**config.mk**
```make
export PLATFORM = sky130hd
export DESIGN_NAME = wbutxarbiter_flat
export DESIGN_NICKNAME = d
export VERILOG_FILES = /design/src/rtl/wbutxarbiter_if.sv /design/src/rtl/wbutxarbiter.sv /design/src/flat_wrapper.sv
export SDC_FILE = /design/constraint.sdc
export NUM_CORES = 1
export LEC_CHECK = 0
export CAP_MARGIN = 20
export CORE_MARGIN = 1.5
export CORE_UTILIZATION = 63
export DETAILED_ROUTE_END_ITERATION = 8
export GPL_TIMING_DRIVEN = 1
export PLACE_DENSITY_LB_ADDON = 0.25
export REMOVE_ABC_BUFFERS = 1
export SLEW_MARGIN = 20
export SYNTH_ARGS = -nofsm -noshare
export SYNTH_HDL_FRONTEND = slang
export SYNTH_SLANG_ARGS = --single-unit
```
**constraint.sdc**
```tcl
create_clock -name i_clk -period 3.65 [get_ports i_clk]
set_input_delay 0.73 -clock i_clk [delete_from_list [all_inputs] [get_ports i_clk]]
set_output_delay 0.73 -clock i_clk [all_outputs]
set_load 0.005 [all_outputs]
```
**src/rtl/wbutxarbiter_if.sv**
```systemverilog
// rtl/wbutxarbiter_if.sv - debug/console/TX handshake bundle for the TX byte arbiter
interface wbutxarbiter_if #(
  parameter int LGCONSOLE_FIFO = 4
);
  logic                      i_cmd_port_active;
  logic                      i_dbg_stb;
  logic [6:0]                i_dbg_data;
  logic                      o_dbg_busy;
  logic                      i_console_stb;
  logic [6:0]                i_console_data;
  logic                      o_console_busy;
  logic [LGCONSOLE_FIFO:0]   o_console_fill;
  logic                      o_tx_stb;
  logic [7:0]                o_tx_data;
  logic                      i_tx_busy;

  // Arbiter side
  modport slave (
    input  i_cmd_port_active, i_dbg_stb, i_dbg_data,
    input  i_console_stb, i_console_data, i_tx_busy,
    output o_dbg_busy, o_console_busy, o_console_fill,
    output o_tx_stb, o_tx_data
  );

  // Source / transmitter side
  modport master (
    output i_cmd_port_active, i_dbg_stb, i_dbg_data,
    output i_console_stb, i_console_data, i_tx_busy,
    input  o_dbg_busy, o_console_busy, o_console_fill,
    input  o_tx_stb, o_tx_data
  );
endinterface

```
**src/rtl/wbutxarbiter.sv**
```systemverilog
// rtl/wbutxarbiter.sv - shares the serial TX byte channel between debug and console streams
module wbutxarbiter #(
  parameter int LGCONSOLE_FIFO = 4,
  parameter int MAXBURST       = 8
) (
  input  logic         i_clk,
  input  logic         i_reset_n,
  wbutxarbiter_if.slave bus
);
  localparam int DEPTH = 1 << LGCONSOLE_FIFO;
  localparam int BW    = (MAXBURST > 0) ? $clog2(MAXBURST + 1) : 1;
  localparam logic [BW-1:0]             BURST_MAX = BW'(MAXBURST);
  localparam logic [BW-1:0]             BURST_ONE = BW'(1);
  localparam logic [LGCONSOLE_FIFO:0]   FILL_FULL = (LGCONSOLE_FIFO + 1)'(DEPTH);
  localparam logic [LGCONSOLE_FIFO:0]   FILL_ONE  = (LGCONSOLE_FIFO + 1)'(1);
  localparam logic [LGCONSOLE_FIFO-1:0] PTR_ONE   = LGCONSOLE_FIFO'(1);

  logic [6:0]                mem [DEPTH];
  logic [LGCONSOLE_FIFO-1:0] wr_ptr_q, wr_ptr_d, rd_ptr_q, rd_ptr_d;
  logic [LGCONSOLE_FIFO:0]   fill_q, fill_d;
  logic                      full_q, full_d;
  logic                      tx_stb_q, tx_stb_d;
  logic [7:0]                tx_data_q, tx_data_d;
  logic [BW-1:0]             burst_q, burst_d;

  logic push, pop, load_ok, dreq, creq, force_con, grant_dbg;
  logic [6:0] head;

  assign head    = mem[rd_ptr_q];
  assign push    = bus.i_console_stb && !full_q;
  assign load_ok = !tx_stb_q || !bus.i_tx_busy;
  assign dreq    = bus.i_dbg_stb && bus.i_cmd_port_active;
  assign creq    = (fill_q != '0);
  assign force_con = dreq && creq && (MAXBURST != 0) && (burst_q == BURST_MAX);

  // Arbitration: choose what the holding register loads and track the debug burst length
  always_comb begin
    tx_stb_d  = tx_stb_q;
    tx_data_d = tx_data_q;
    burst_d   = burst_q;
    pop       = 1'b0;
    grant_dbg = 1'b0;
    if (load_ok) begin
      if (force_con) begin
        tx_stb_d  = 1'b1;
        tx_data_d = {1'b0, head};
        pop       = 1'b1;
        burst_d   = '0;
      end else if (dreq) begin
        tx_stb_d  = 1'b1;
        tx_data_d = {1'b1, bus.i_dbg_data};
        grant_dbg = 1'b1;
        if (!creq)
          burst_d = '0;
        else if (burst_q != BURST_MAX)
          burst_d = burst_q + BURST_ONE;
      end else if (creq) begin
        tx_stb_d  = 1'b1;
        tx_data_d = {1'b0, head};
        pop       = 1'b1;
        burst_d   = '0;
      end else begin
        tx_stb_d  = 1'b0;
        burst_d   = '0;
      end
    end
  end

  // Console FIFO pointer and occupancy bookkeeping
  always_comb begin
    wr_ptr_d = wr_ptr_q;
    rd_ptr_d = rd_ptr_q;
    fill_d   = fill_q;
    if (push) wr_ptr_d = wr_ptr_q + PTR_ONE;
    if (pop)  rd_ptr_d = rd_ptr_q + PTR_ONE;
    if (push && !pop)
      fill_d = fill_q + FILL_ONE;
    else if (!push && pop)
      fill_d = fill_q - FILL_ONE;
    full_d = (fill_d == FILL_FULL);
  end

  // Console FIFO storage; contents need no reset since fill gates every read
  always_ff @(posedge i_clk) begin
    if (push) mem[wr_ptr_q] <= bus.i_console_data;
  end

  // State registers
  always_ff @(posedge i_clk or negedge i_reset_n) begin
    if (!i_reset_n) begin
      wr_ptr_q  <= '0;
      rd_ptr_q  <= '0;
      fill_q    <= '0;
      full_q    <= 1'b0;
      tx_stb_q  <= 1'b0;
      tx_data_q <= '0;
      burst_q   <= '0;
    end else begin
      wr_ptr_q  <= wr_ptr_d;
      rd_ptr_q  <= rd_ptr_d;
      fill_q    <= fill_d;
      full_q    <= full_d;
      tx_stb_q  <= tx_stb_d;
      tx_data_q <= tx_data_d;
      burst_q   <= burst_d;
    end
  end

  // A swallowed debug byte (port inactive) is never reported busy
  assign bus.o_dbg_busy     = bus.i_cmd_port_active && !grant_dbg;
  assign bus.o_console_busy = full_q;
  assign bus.o_console_fill = fill_q;
  assign bus.o_tx_stb       = tx_stb_q;
  assign bus.o_tx_data      = tx_data_q;
endmodule

```
**src/flat_wrapper.sv**
```systemverilog
// flat-port wrapper written by rule: the top's interface ports become plain ports
module wbutxarbiter_flat 
#(
  parameter int LGCONSOLE_FIFO = 4,
  parameter int MAXBURST       = 8
)
  (i_clk, i_reset_n, bus_i_cmd_port_active, bus_i_dbg_stb, bus_i_dbg_data, bus_i_console_stb, bus_i_console_data, bus_i_tx_busy, bus_o_dbg_busy, bus_o_console_busy, bus_o_console_fill, bus_o_tx_stb, bus_o_tx_data);
  wbutxarbiter_if #(.LGCONSOLE_FIFO(LGCONSOLE_FIFO)) bus_i ();
  input  logic i_clk;
  input  logic i_reset_n;
  input wire logic [$bits(bus_i.i_cmd_port_active)-1:0] bus_i_cmd_port_active;
  input wire logic [$bits(bus_i.i_dbg_stb)-1:0] bus_i_dbg_stb;
  input wire logic [$bits(bus_i.i_dbg_data)-1:0] bus_i_dbg_data;
  input wire logic [$bits(bus_i.i_console_stb)-1:0] bus_i_console_stb;
  input wire logic [$bits(bus_i.i_console_data)-1:0] bus_i_console_data;
  input wire logic [$bits(bus_i.i_tx_busy)-1:0] bus_i_tx_busy;
  output wire logic [$bits(bus_i.o_dbg_busy)-1:0] bus_o_dbg_busy;
  output wire logic [$bits(bus_i.o_console_busy)-1:0] bus_o_console_busy;
  output wire logic [$bits(bus_i.o_console_fill)-1:0] bus_o_console_fill;
  output wire logic [$bits(bus_i.o_tx_stb)-1:0] bus_o_tx_stb;
  output wire logic [$bits(bus_i.o_tx_data)-1:0] bus_o_tx_data;
  assign bus_i.i_cmd_port_active = bus_i_cmd_port_active;
  assign bus_i.i_dbg_stb = bus_i_dbg_stb;
  assign bus_i.i_dbg_data = bus_i_dbg_data;
  assign bus_i.i_console_stb = bus_i_console_stb;
  assign bus_i.i_console_data = bus_i_console_data;
  assign bus_i.i_tx_busy = bus_i_tx_busy;
  assign bus_o_dbg_busy = bus_i.o_dbg_busy;
  assign bus_o_console_busy = bus_i.o_console_busy;
  assign bus_o_console_fill = bus_i.o_console_fill;
  assign bus_o_tx_stb = bus_i.o_tx_stb;
  assign bus_o_tx_data = bus_i.o_tx_data;
  wbutxarbiter #(.LGCONSOLE_FIFO(LGCONSOLE_FIFO), .MAXBURST(MAXBURST)) u_core (.i_clk(i_clk), .i_reset_n(i_reset_n), .bus(bus_i));
endmodule
```
After elaboration in Yosys (flattened, before gate mapping) --
Memory sizes are Yosys's and may differ from the RTL's. Cells that the tools add are included.
Cells by class: add/sub/neg operators 5, equal/unequal tests 4, mux-type cells 20, reductions and logical operators 18
Operators with widths (number):
- two-way mux 8 bit | 3
- two-way mux 4 bit | 4
- adder 4 x 1 -> 4 bit, second input constant | 3
- two-way mux 1 bit | 11
- two-way mux 5 bit | 2
- inequality test 4 bit, second input constant | 2
- logical AND 1 bit | 7
- zero test 1 bit | 6
- adder 5 x 1 -> 5 bit, second input constant | 1
- == test 5 bit, second input constant | 1
- nonzero test 5 bit | 1
- subtractor 5 x 1 -> 5 bit, second input constant | 1
- == test 4 bit, second input constant | 1
- AND reduction 2 bit | 2
- nonzero test 3 bit | 1
- logical OR 1 bit | 1
Word-level totals: bits in registers 27, bits in writable memories 112, input port bits 20, output and inout bits 16, memories 1
Memories:
- u_core.mem | depth 16, width 7, rd ports 1, clocked after memory_dff 0, write ports 1, RTL line wbutxarbiter.sv:18 | logic [6:0] mem [DEPTH];

Logic depth before layout (Yosys ltp) --
depth in word-level cells 9, depth in mapped cells 8, mapped depth without buffers 8

Worst setup path after synthesis --
No wires, ideal clock.
path kind input to output, from input bus_i_cmd_port_active, to output bus_o_dbg_busy, arrival 1.441 ns, required time 2.920 ns, slack 1.479 ns, stages 5, path buffers 1, cells stage by stage and2_1 clkbuf_1 and2_1 a21oi_1 o21a_1
Between the ends: word-level cells in the longest chain between the ends 7, elaborated cells on any way between the ends 8, classes of those cells mux: 3; reduce/logical: 5
RTL lines:
- start: declaration | RTL line flat_wrapper.sv:11 | input wire logic [$bits(bus_i.i_cmd_port_active)-1:0] bus_i_cmd_port_active;
- logical AND 1 bit | RTL line wbutxarbiter.sv:32 | assign dreq = bus.i_dbg_stb && bus.i_cmd_port_active;
- logical AND 1 bit (2 in a row) | RTL line wbutxarbiter.sv:34 | assign force_con = dreq && creq && (MAXBURST != 0) && (burst_q == BURST_MAX);
- two-way mux 1 bit | RTL line wbutxarbiter.sv:44 | if (force_con) begin
- two-way mux 1 bit | RTL line wbutxarbiter.sv:43 | if (load_ok) begin
- zero test 1 bit | RTL line wbutxarbiter.sv:110 | assign bus.o_dbg_busy = bus.i_cmd_port_active && !grant_dbg;
- logical AND 1 bit * | RTL line wbutxarbiter.sv:110
- end: declaration | RTL line flat_wrapper.sv:17 | output wire logic [$bits(bus_i.o_dbg_busy)-1:0] bus_o_dbg_busy;
Mark *: on every way between the ends. The rest lies on a longest branch, timed or not.

Final worst setup path --
Same ends and word-level chain as after synthesis.

==> results.yml <==
run:
  drv.max_cap_violation_count: 0
timing:
  rsz0062_at_grt: "false"
  finalSetupViolCount: 0
  fin_crit_ns: 3.14
  skew_ns: 0.00446
  final_min_period_over_clock_period_pct: 85.9
  max_freq_ghz: 0.319
  final-max-slew-violation-count: 0
  finalSetupTns_ns: 0
  max-slew-margin-rel_pct: 54.8
  hold_viol_final: 0
  max_slew.worst_pin.slew_ns: 0.678
  finalHoldWorstSlack_ns: 0.490
synth:
  postSynthRegisterBits: 139
  post_synth_instance_area_sq_mm: 0.00571
  yosysWarningCount: 0
  syn_inst: 311
  synth.avg_cell_area_sq_um: 18.4
  yosys.cell_types.count: 39
  ys_seq_area_share_pct: 70.8
pwr:
  share_seq_of_total_power_pct: 41.5
  proportion_of_power_drawn_by_combinational_gates_pct: 26.2
  p_clk_share_pct: 32.4
  vdd.ir_drop.worst_v: 0.000432
  switching_power_uw: 1570
  internal_power_uw: 3810
  switching_share_pct: 29.2
  p_per_area_mw_per_mm2: 792
  leakagePower_uw: 0.00238
cts:
  tritoncts: "done"
  clock_sink_count: 139
  post_cts_setup_driven_buffer_insertion_count: 0
  cts_resized: 0
  ctsHoldBuffers: 0
  htreeDepth: 4
  cts-root-buf: "clkbuf_8"
  clk_path_buf_depth: 2
  clock_latency_ns: 0.51
  clkTransAtPathRegs_ns: 0.06
  cts-buffers-inserted: 17
floorplan:
  area_of_the_die_sq_mm: 0.00964
  die_x_extent_microns: 98.2
  floorplan.core_area_sq_mm: 0.00876
  initial_core_utilization_pct: 65.1
  placementRows: 34
  ioPinCount: 36
  die_height_microns: 98.2
place:
  placedCellCount: 447
  port_buffers: 35
  globalplace.congestion: 0.853
  dpl.hpwl_mm: 7.05
routing:
  drt_drc_violations_left: 0
  drt_first_iter_violations: 204
  postRouteAntennaNets: 0
  drt-wirelength-per-cell_microns: 23.7
  vias: 3065
  totalWireLength_mm: 11.3
  number_of_optimization_iterations_in_the_first_detailed_route_pass: 6
  detail_route.vias_per_cell: 6.41
global_routing:
  grt_start_max_net_pins: 31
  track_usage_pct: 25.4
  number_of_global_route_vias_before_repair: 3185
  grt-ovfl-total: 0
  grt_first_pass_wirelength_mm: 17.6
  antenna_found_initial: 0
finish:
  area_delta_synth_final_pct: 18.9
  finish.net_count: 388
  antenna_cells: 0
  post_layout_nonfiller_instances: 478
  fill_cells: 479
  drive_above_1_share_pct: 20.5
critical_path:
  worstPathBufferInverterCount: 2
  cp.arrival_ns: 2.41
  timing.critical_path.fanout_max: 7
  biggest_cell_delay_along_the_critical_path_ns: 0.49
  start_kind: "input port"
  critical-path-top-delay-family: "buffers and inverters"
  critical_path_required_ns: 2.92
  critical_path.endpoint_type: "output port"
  setup.worst_path.class: "in2out"
  crit_slowest_cell: "clkdlybuf4s50_1"
  path_cells: "clkdlybuf4s50_1, and2_1, and2_1, a21oi_1, o21a_1, clkdlybuf4s50_1"
worst_hold_path:
  min_path_type: "reg2reg"
status:
  outcome: "completed"
==> sequential cells by signal (all words and copies together) (netlist names) <==
| signal | cells |
|---|---|
| u_core.burst_q | 4 |
| u_core.bus.o_console_busy | 1 |
| u_core.bus.o_console_fill | 5 |
| u_core.bus.o_tx_data | 8 |
| u_core.bus.o_tx_stb | 1 |
| u_core.mem | 112 |
| u_core.rd_ptr_q | 4 |
| u_core.wr_ptr_q | 4 |
==> layout make-up <==
cell class | count | area [sq um] | share of cell area (%)
inverters | 14 | 52.6 | 0.774
flip-flops and latches | 139 | 4040 | 59.5
clock buffers | 17 | 414 | 6.10
well taps | 108 | 135 | 1.99
multi-input cells | 145 | 1560 | 23.0
clock inverters | 14 | 188 | 2.77
repair buffers | 41 | 395 | 5.83
==> cell usage in the layout, fill, tap and decap left out, types with 4 or more instances in the layout <==
cell type	instances
clkbuf_16	16
and2_1	20
buf_4	6
ha_1	10
dfrtp_1	26
nand4_1	4
inv_1	14
nand2_1	13
clkdlybuf4s50_1	35
xnor2_1	9
edfxtp_1	112
mux4_2	35
a222oi_1	7
nor2_1	10
o21ai_0	8
==> worst register-to-register path, cell delays in order, from the launching register on <==
cell and delay, ns:
dfrtp_2 0.80, buf_4 0.32, mux4_2 0.51, mux4_2 0.48, a222oi_1 0.35, inv_1 0.07
==> Yosys cell counts <==
cell      count  share of area [%]
edfxtp_1    112                 59
mux4_2       35                 14
dfrtp_1      27                 12
and2_1       20                2.2
inv_1        14               0.92
nand2_1      13               0.85
ha_1         10                2.2
nor2_1       10               0.66
xnor2_1       9                1.4
o21ai_0       8               0.70
a222oi_1      7                1.2
clkbuf_1      7               0.46
nand4_1       4               0.44
nand3_1       3               0.26
a21oi_1       2               0.18
a22oi_1       2               0.26
and3_1        2               0.22
buf_1         2               0.13
buf_2         2               0.18
nor3_1        2               0.18
o31ai_1       2               0.26
a211o_1       1               0.15
a211oi_2      1               0.22
a31oi_1       1               0.11
buf_4         1               0.13
clkbuf_2      1              0.088
mux2_2        1               0.20
nand2b_1      1               0.11
nand3b_1      1               0.13
nor2b_1       1               0.11
nor3b_1       1               0.13
nor4b_1       1               0.15
nor4b_4       1               0.42
o211ai_1      1               0.13
o21a_1        1               0.13
o21ai_1       1              0.088
or3_1         1               0.11
or4b_2        1               0.18
xor2_1        1               0.15
==> path summary, 6_finish.rpt <==
check                                       from                      end  slack, ns  cells past startpoint
max                        bus_i_cmd_port_active           bus_o_dbg_busy       0.51                      6
min                            u_core.burst_q[3]        u_core.burst_q[3]       0.49                      1
max reg2reg                   u_core.rd_ptr_q[0]  u_core.bus.o_tx_data[2]       0.99                      5
min reg2reg                    u_core.burst_q[3]        u_core.burst_q[3]       0.49                      1
max in group asynchronous              i_reset_n       u_core.rd_ptr_q[0]       2.77                      2
min in group asynchronous              i_reset_n  u_core.bus.o_tx_data[1]       0.59                      2
==> cells by family (layout without fill, tap and decap cells) <==
group                      after synthesis  in the layout  share of synthesized area (%)
DFF                                    139            139                           70.8
AOI/OAI and AO/OA                       27             27                           3.46
adders and majority gates               10             10                           2.19
muxes                                   36             36                           14.0
and+or+nand+nor                         62             62                           6.14
buffers and inverters                   27             86                           1.91
xor gates and xnor gates                10             10                           1.53
==> power groups by stage <==
stage               clock network [uW]  registers [uW]  logic [uW]
floorplan                            0            2260         839
global placement                     0            2240        1330
detailed placement                   0            2250        1370
CTS                               1760            2230        1420
global route                      1830            2270        1500
finish                            1740            2230        1410
==> routing by layer <==
| metal | track usage [%] | routed length, microns | vias up |
|---|---|---|---|
| met2 | 43.2 | 5950 | 146 |
| met4 | 8.99 | 273 | 0 |
| met3 | 7.09 | 783 | 22 |
| met5 | 0 | 0 | - |
| met1 | 31.9 | 4330 | 1567 |
| li1 | - | - | 1330 |
==> stage by stage <==
stage	area [sq um]	util [%]	worst slack, ns	total power (uW)
2_1_floorplan	5650	-	0.758	3100
3_3_place_gp	6180	70.6	0.635	3570
3_5_place_dp	6180	70.6	0.544	3620
4_1_cts	6790	77.4	0.491	5410
5_1_grt	6790	77.4	0.369	5600
6_report	6790	77.4	0.514	5380
Note: power is estimated with default switching activity, not from simulation.
